===== src/rtl/memory_arbiter_pkg.sv =====
// Shared types and constants for the three-port memory arbiter.
// Port 0 is the debug/loader path, port 1 instruction fetch, port 2 data.
package memory_arbiter_pkg;

    typedef enum logic [1:0] {
        IDLE    = 2'd0,
        ISSUE   = 2'd1,
        WAIT    = 2'd2,
        RESPOND = 2'd3
    } state_t;

    localparam int NUM_PORTS  = 3;
    localparam int PORT_DEBUG = 0;
    localparam int PORT_INSTR = 1;
    localparam int PORT_DATA  = 2;

endpackage


===== src/rtl/arbiter_grant.sv =====
// Combinational grant selection: debug port wins outright, instruction and
// data ports alternate using the last-granted flag (last = 1 means data port).
module arbiter_grant
    import memory_arbiter_pkg::*;
(
    input  logic [NUM_PORTS-1:0] req,
    input  logic                 last,
    output logic [NUM_PORTS-1:0] grant,
    output logic                 valid
);

    always_comb begin
        grant = '0;
        if (req[PORT_DEBUG]) begin
            grant[PORT_DEBUG] = 1'b1;
        end else if (req[PORT_INSTR] && req[PORT_DATA]) begin
            // Tie: the port that did not win last time goes now.
            grant[PORT_INSTR] = last;
            grant[PORT_DATA]  = !last;
        end else if (req[PORT_INSTR]) begin
            grant[PORT_INSTR] = 1'b1;
        end else if (req[PORT_DATA]) begin
            grant[PORT_DATA] = 1'b1;
        end
        valid = |req;
    end

endmodule


===== src/rtl/memory_arbiter.sv =====
// Serialises debug, instruction and data accesses onto one single-ported memory.
// Valid/ready: a requester holds req/we/addr/wdata until it samples ack, then drops req on that edge.
module memory_arbiter
    import memory_arbiter_pkg::*;
#(
    parameter int ADDR_WIDTH     = 32,
    parameter int DATA_WIDTH     = 32,
    parameter int TIMEOUT_CYCLES = 255
) (
    input  logic                            clk,
    input  logic                            reset,
    input  logic [NUM_PORTS-1:0]            req,
    input  logic [NUM_PORTS-1:0]            we,
    input  logic [NUM_PORTS*ADDR_WIDTH-1:0] addr,
    input  logic [NUM_PORTS*DATA_WIDTH-1:0] wdata,
    output logic [NUM_PORTS-1:0]            ack,
    output logic [NUM_PORTS-1:0]            err,
    output logic [DATA_WIDTH-1:0]           rdata,
    output logic                            mem_read,
    output logic                            mem_write,
    output logic [ADDR_WIDTH-1:0]           mem_address,
    output logic [DATA_WIDTH-1:0]           mem_write_data,
    input  logic [DATA_WIDTH-1:0]           mem_read_data,
    input  logic                            mem_response,
    output state_t                          fsm_state
);

    localparam int CW = (TIMEOUT_CYCLES > 0) ? $clog2(TIMEOUT_CYCLES + 1) : 1;

    state_t                  state_q, state_d;
    logic [1:0]              grant_q, grant_d;
    logic                    we_q, we_d;
    logic                    last_q, last_d;
    logic [CW-1:0]           cnt_q, cnt_d;
    logic [NUM_PORTS-1:0]    ack_q, ack_d, err_q, err_d;
    logic [DATA_WIDTH-1:0]   rdata_q, rdata_d;
    logic                    rd_q, rd_d, wr_q, wr_d;
    logic [ADDR_WIDTH-1:0]   addr_q, addr_d;
    logic [DATA_WIDTH-1:0]   wdata_q, wdata_d;
    logic [NUM_PORTS-1:0]    gnt;
    logic                    gnt_valid;
    logic                    done, done_err;
    logic [DATA_WIDTH-1:0]   done_data;

    arbiter_grant u_grant (
        .req   (req),
        .last  (last_q),
        .grant (gnt),
        .valid (gnt_valid)
    );

    always_comb begin
        state_d   = state_q;
        grant_d   = grant_q;
        we_d      = we_q;
        last_d    = last_q;
        cnt_d     = cnt_q;
        addr_d    = addr_q;
        wdata_d   = wdata_q;
        rd_d      = 1'b0;
        wr_d      = 1'b0;
        ack_d     = '0;
        err_d     = '0;
        rdata_d   = '0;
        done      = 1'b0;
        done_err  = 1'b0;
        done_data = '0;
        case (state_q)
            IDLE: begin
                if (gnt_valid) begin
                    for (int i = 0; i < NUM_PORTS; i++) begin
                        if (gnt[i]) begin
                            grant_d = 2'(i);
                            we_d    = we[i];
                            addr_d  = addr[i*ADDR_WIDTH +: ADDR_WIDTH];
                            wdata_d = wdata[i*DATA_WIDTH +: DATA_WIDTH];
                        end
                    end
                    // Debug grants leave the instruction/data rotation untouched.
                    if (!gnt[PORT_DEBUG]) last_d = gnt[PORT_DATA];
                    cnt_d   = '0;
                    rd_d    = !we_d;
                    wr_d    = we_d;
                    state_d = ISSUE;
                end
            end
            ISSUE: begin
                cnt_d = '0;
                if (mem_response) begin
                    done      = 1'b1;
                    done_data = we_q ? '0 : mem_read_data;
                end else begin
                    state_d = WAIT;
                end
            end
            WAIT: begin
                if (mem_response) begin
                    done      = 1'b1;
                    done_data = we_q ? '0 : mem_read_data;
                end else if (TIMEOUT_CYCLES != 0 && cnt_q == CW'(TIMEOUT_CYCLES)) begin
                    done     = 1'b1;
                    done_err = 1'b1;
                end else begin
                    cnt_d = cnt_q + 1'b1;
                end
            end
            RESPOND: state_d = IDLE;
            default: state_d = IDLE;
        endcase
        // Completion outputs are registered so they appear in the RESPOND cycle.
        if (done) begin
            state_d = RESPOND;
            ack_d   = {{(NUM_PORTS-1){1'b0}}, 1'b1} << grant_q;
            err_d   = {{(NUM_PORTS-1){1'b0}}, done_err} << grant_q;
            rdata_d = done_data;
        end
    end

    always_ff @(posedge clk or negedge reset) begin
        if (!reset) begin
            state_q <= IDLE;
            grant_q <= '0;
            we_q    <= 1'b0;
            last_q  <= 1'b1;
            cnt_q   <= '0;
            ack_q   <= '0;
            err_q   <= '0;
            rdata_q <= '0;
            rd_q    <= 1'b0;
            wr_q    <= 1'b0;
            addr_q  <= '0;
            wdata_q <= '0;
        end else begin
            state_q <= state_d;
            grant_q <= grant_d;
            we_q    <= we_d;
            last_q  <= last_d;
            cnt_q   <= cnt_d;
            ack_q   <= ack_d;
            err_q   <= err_d;
            rdata_q <= rdata_d;
            rd_q    <= rd_d;
            wr_q    <= wr_d;
            addr_q  <= addr_d;
            wdata_q <= wdata_d;
        end
    end

    assign ack            = ack_q;
    assign err            = err_q;
    assign rdata          = rdata_q;
    assign mem_read       = rd_q;
    assign mem_write      = wr_q;
    assign mem_address    = addr_q;
    assign mem_write_data = wdata_q;
    assign fsm_state      = state_q;

endmodule

===== config.mk =====
export PLATFORM = sky130hd
export DESIGN_NAME = memory_arbiter
export DESIGN_NICKNAME = d
export VERILOG_FILES = /design/src/rtl/memory_arbiter_pkg.sv /design/src/rtl/arbiter_grant.sv /design/src/rtl/memory_arbiter.sv
export SDC_FILE = /design/constraint.sdc
export NUM_CORES = 1
export LEC_CHECK = 0
export BUFFER_PORTS_ARGS = -buffer_cell sky130_fd_sc_hd__buf_2
export CAP_MARGIN = 0
export CORE_MARGIN = 8
export CORE_UTILIZATION = 30
export CTS_CLUSTER_SIZE = 20
export DETAILED_ROUTE_END_ITERATION = 8
export SLEW_MARGIN = 40
export SYNTH_ARGS = -nofsm -noshare
export SYNTH_HDL_FRONTEND = slang
export SYNTH_SLANG_ARGS = --single-unit

===== constraint.sdc =====
create_clock -name clk -period 1.65 [get_ports clk]
set_clock_uncertainty 0.1 [all_clocks]
set_input_delay 0.165 -clock clk [delete_from_list [all_inputs] [get_ports clk]]
set_output_delay 0.165 -clock clk [all_outputs]
set_load 0.01 [all_outputs]

==> impl_metrics.csv <==
group,metric,value,unit
detailed_routing,ant_nets,0,
detailed_routing,drt-initial-drc-count,395,
status,status,"finished with violations",
setup_path,timing.rr.start,"fsm_state[1]",
yosys,syn_avg_cell_area,10.41,um2
die,die_w,153.2,um
place,dpl_worst_slack,-255.3,ps
power,leakagePower,0.005554,uW
clocking,cts-buffers-inserted,17,
place,postPlaceCellArea,0.007985,mm2
die,core-area,0.01858,mm2
die,die_area,0.02346,mm2
detailed_routing,post_drt_wl_per_cell,20.04,um
setup_path,cp-startpoint,"fsm_state[1]",
final_layout,final_area,0.01160,mm2
clocking,cts_max_level,4,
final_layout,final_nets,1393,
yosys,synth-simple-area-share,19.06,%
power,vdd_ir_drop_max,0.8095,mV
hold_path,worstHoldStart,"wdata[8]",
yosys,synth_top_family_by_area,"simple AND/OR/NAND/NOR gates",
yosys,synth_seq_area_share,52.34,%
sta,slew_viol_final,0,
sta,max_freq,549.8,MHz
yosys,synth.distinct_cells,36,
grt,track_usage,22.85,%
clocking,clock_path_buffers,2,
yosys,synth_nets,781,
sta,fin_crit,1819,ps
power,power_density,1366,mW/mm2
setup_path,crit_arrival,2010,ps
power,power.total,15840,uW
die,ios,339,
yosys,synth_xor_area_share,0,%
detailed_routing,vias,6961,
detailed_routing,drt-pass1-iter-count,5,
grt,grt_overflow_total,0,
setup_path,crit_path_start_kind,"flop",
hold_path,hold_class,"in -> reg",
sta,setup_ws,-168.7,ps
grt,antenna_found_initial,2,
setup_path,critPathMaxFanout,8,
sta,whs,14.20,ps
detailed_routing,via_per_inst,4.958,
grt,grt_pass1_vias,7807,
yosys,yosys_most_used_dff,"dfrtp_1",
detailed_routing,wl,28.13,mm
sta,max_slew_margin,67.48,%
place,port_buffers,338,
yosys,synth_edf_count,0,
clocking,clockRootBuffer,"clkbuf_16",
final_layout,area_delta_synth_final,105.5,%
die,die_h,153.2,um
sta,hold_viol_final,0,
grt,grt_pass1_wl,42.61,mm
status,violations,"negative setup slack",
sta,rsz0062_at_grt,"true",
die,rows,50,
sta,worst_slew_pin_slew,487.8,ps
grt,grt_max_degree,37,
final_layout,layout-drive-gt1-share,44.73,%
die,initial_core_util,30.38,%
setup_path,end_kind,"flop",
place,gp_congestion,0.8063,
sta,fin_setup_tns,-12020,ps
setup_path,critPathKind,"reg -> reg",
yosys,async_flop_share,100.0,%
setup_path,crit_required,1840,ps
place,post-dp-hpwl,15.96,mm
sta,final-setup-viol-count,106,
clocking,cts_tree,"yes",
flow_run,max_cap_violations,0,
yosys,netlist_instances,542,
sta,finalCritPeriodShare,110.2,%
yosys,ys_ff_latch,118,
clocking,path_clk_slew,60,ps
clocking,clk_latency,400,ps
yosys,synth-compound-area-share,11.44,%
yosys,netlist_area,0.005644,mm2
detailed_routing,drc,0,
yosys,synthMuxAreaShare,11.53,%
yosys,ys_warn_count,0,
yosys,synth_adder_area_share,1.330,%
clocking,cts.sinks,118,
final timing paths:
kind,cells after the start,slack [ps],to
setup / recovery,8,-170,rdata[0]
hold / removal,3,10,mem_write_data[8]
setup reg to reg,8,-170,rdata[0]
hold reg to reg,2,390,mem_write_data[18]
max in group asynchronous,3,630,rdata[9]
min in group asynchronous,2,170,mem_address[26]
cell families (layout without fill, tap and decap cells):
logic type	after synthesis	count (layout)
fa+ha+maj	6	6
other cells	0	3
mux	65	65
flops	118	118
simple gates	219	220
buf+inv	43	666
compound gates	91	92
what timing repair did:
item | 4_1_cts | 5_1_grt
endpoints found under the setup margin | 109 | 113
gates cloned | 9 | 9
buffers inserted | 17 | 5
pin swaps | 11 | 40
gates resized for setup | 47 | 66
hold endpoints to repair | 139 | 0
hold buffers | 206 | 0
cell usage after synthesis (2+ instances only):
| cell | number | area share (%) |
|---|---|---|
| buf_6 | 5 | 1.0 |
| nor2_1 | 12 | 0.80 |
| o21ai_1 | 3 | 0.27 |
| a21oi_1 | 8 | 0.71 |
| clkbuf_1 | 8 | 0.53 |
| o21ai_0 | 8 | 0.71 |
| inv_1 | 3 | 0.20 |
| o31ai_1 | 2 | 0.27 |
| mux2i_1 | 65 | 12 |
| dfrtp_1 | 117 | 52 |
| nor2b_1 | 2 | 0.22 |
| o211ai_1 | 65 | 8.6 |
| and2_1 | 35 | 3.9 |
| nand4_1 | 2 | 0.22 |
| nand2b_1 | 6 | 0.67 |
| buf_4 | 6 | 0.80 |
| and3b_1 | 3 | 0.47 |
| nor3_1 | 5 | 0.44 |
| nand2_1 | 77 | 5.1 |
| buf_1 | 4 | 0.27 |
| buf_2 | 17 | 1.5 |
| nand3_1 | 67 | 5.9 |
| or3_1 | 3 | 0.33 |
| or4_1 | 2 | 0.27 |
| ha_1 | 6 | 1.3 |
flip-flops by register name, summed over array words and instances (netlist names), 2 cells and up:
signal	flops
mem_write_data	32
fsm_state	2
ack	3
rdata	32
err	3
mem_address	32
cnt_q	8
grant_q	2
worst max-delay path: stages, from the launching register on:
cell,delay (ps)
dfrtp_2,410
inv_2,70
buf_4,140
ha_4,160
nor2_4,130
nor2_4,40
and3b_2,300
clkbuf_16,200
and2_1,160
metrics by stage:
stage	instances	util, %
floorplan	542	-
global placement	1125	42.98
detailed placement	1125	42.98
CTS	1388	59.78
global route	1403	62.42
finish	1404	62.43
cell usage in the layout, fill, tap and decap left out, types with 3 or more instances in the layout:
cell type	instances
o21ai_0	4
buf_12	19
buf_2	337
nand3_1	64
nand2_1	75
a21oi_1	5
o211ai_1	65
and2_1	18
or3_1	3
dlygate4sd3_1	206
buf_16	7
mux2i_2	6
clkbuf_8	3
o21ai_2	3
and2_4	17
mux2i_4	3
nor2_1	5
nand2b_1	5
clkinvlp_4	6
o21ai_1	4
ha_4	3
dfrtp_1	115
mux2i_1	56
diode_2	3
buf_6	17
clkbuf_16	24
buf_4	36
nor2_4	6
power breakdown:
group          total (uW)  switching, uW  internal (uW)
registers            4470            534           3940
clock network        3420           1380           2040
logic                7950           4080           3870
total               15800           5990           9850
layer usage:
metal	up-vias	share of wire, %	GRT usage [%]
li1	3175	-	-
met1	3347	38	25.38
met2	357	50	39.78
met3	82	8.1	6.935
met4	0	3.5	9.991
met5	-	0	0
cell type report:
class / count / area [um2]
Fill cell: 1379 / 6980
Timing Repair Buffer: 631 / 4989
Sequential cell: 118 / 2957
Multi-Input combinational cell: 383 / 2794
Clock buffer: 22 / 474.2
Tap cell: 234 / 292.8
Clock inverter: 10 / 72.57
Inverter: 3 / 13.76
Antenna cell: 3 / 7.507
(Power assumes the default switching activity.)
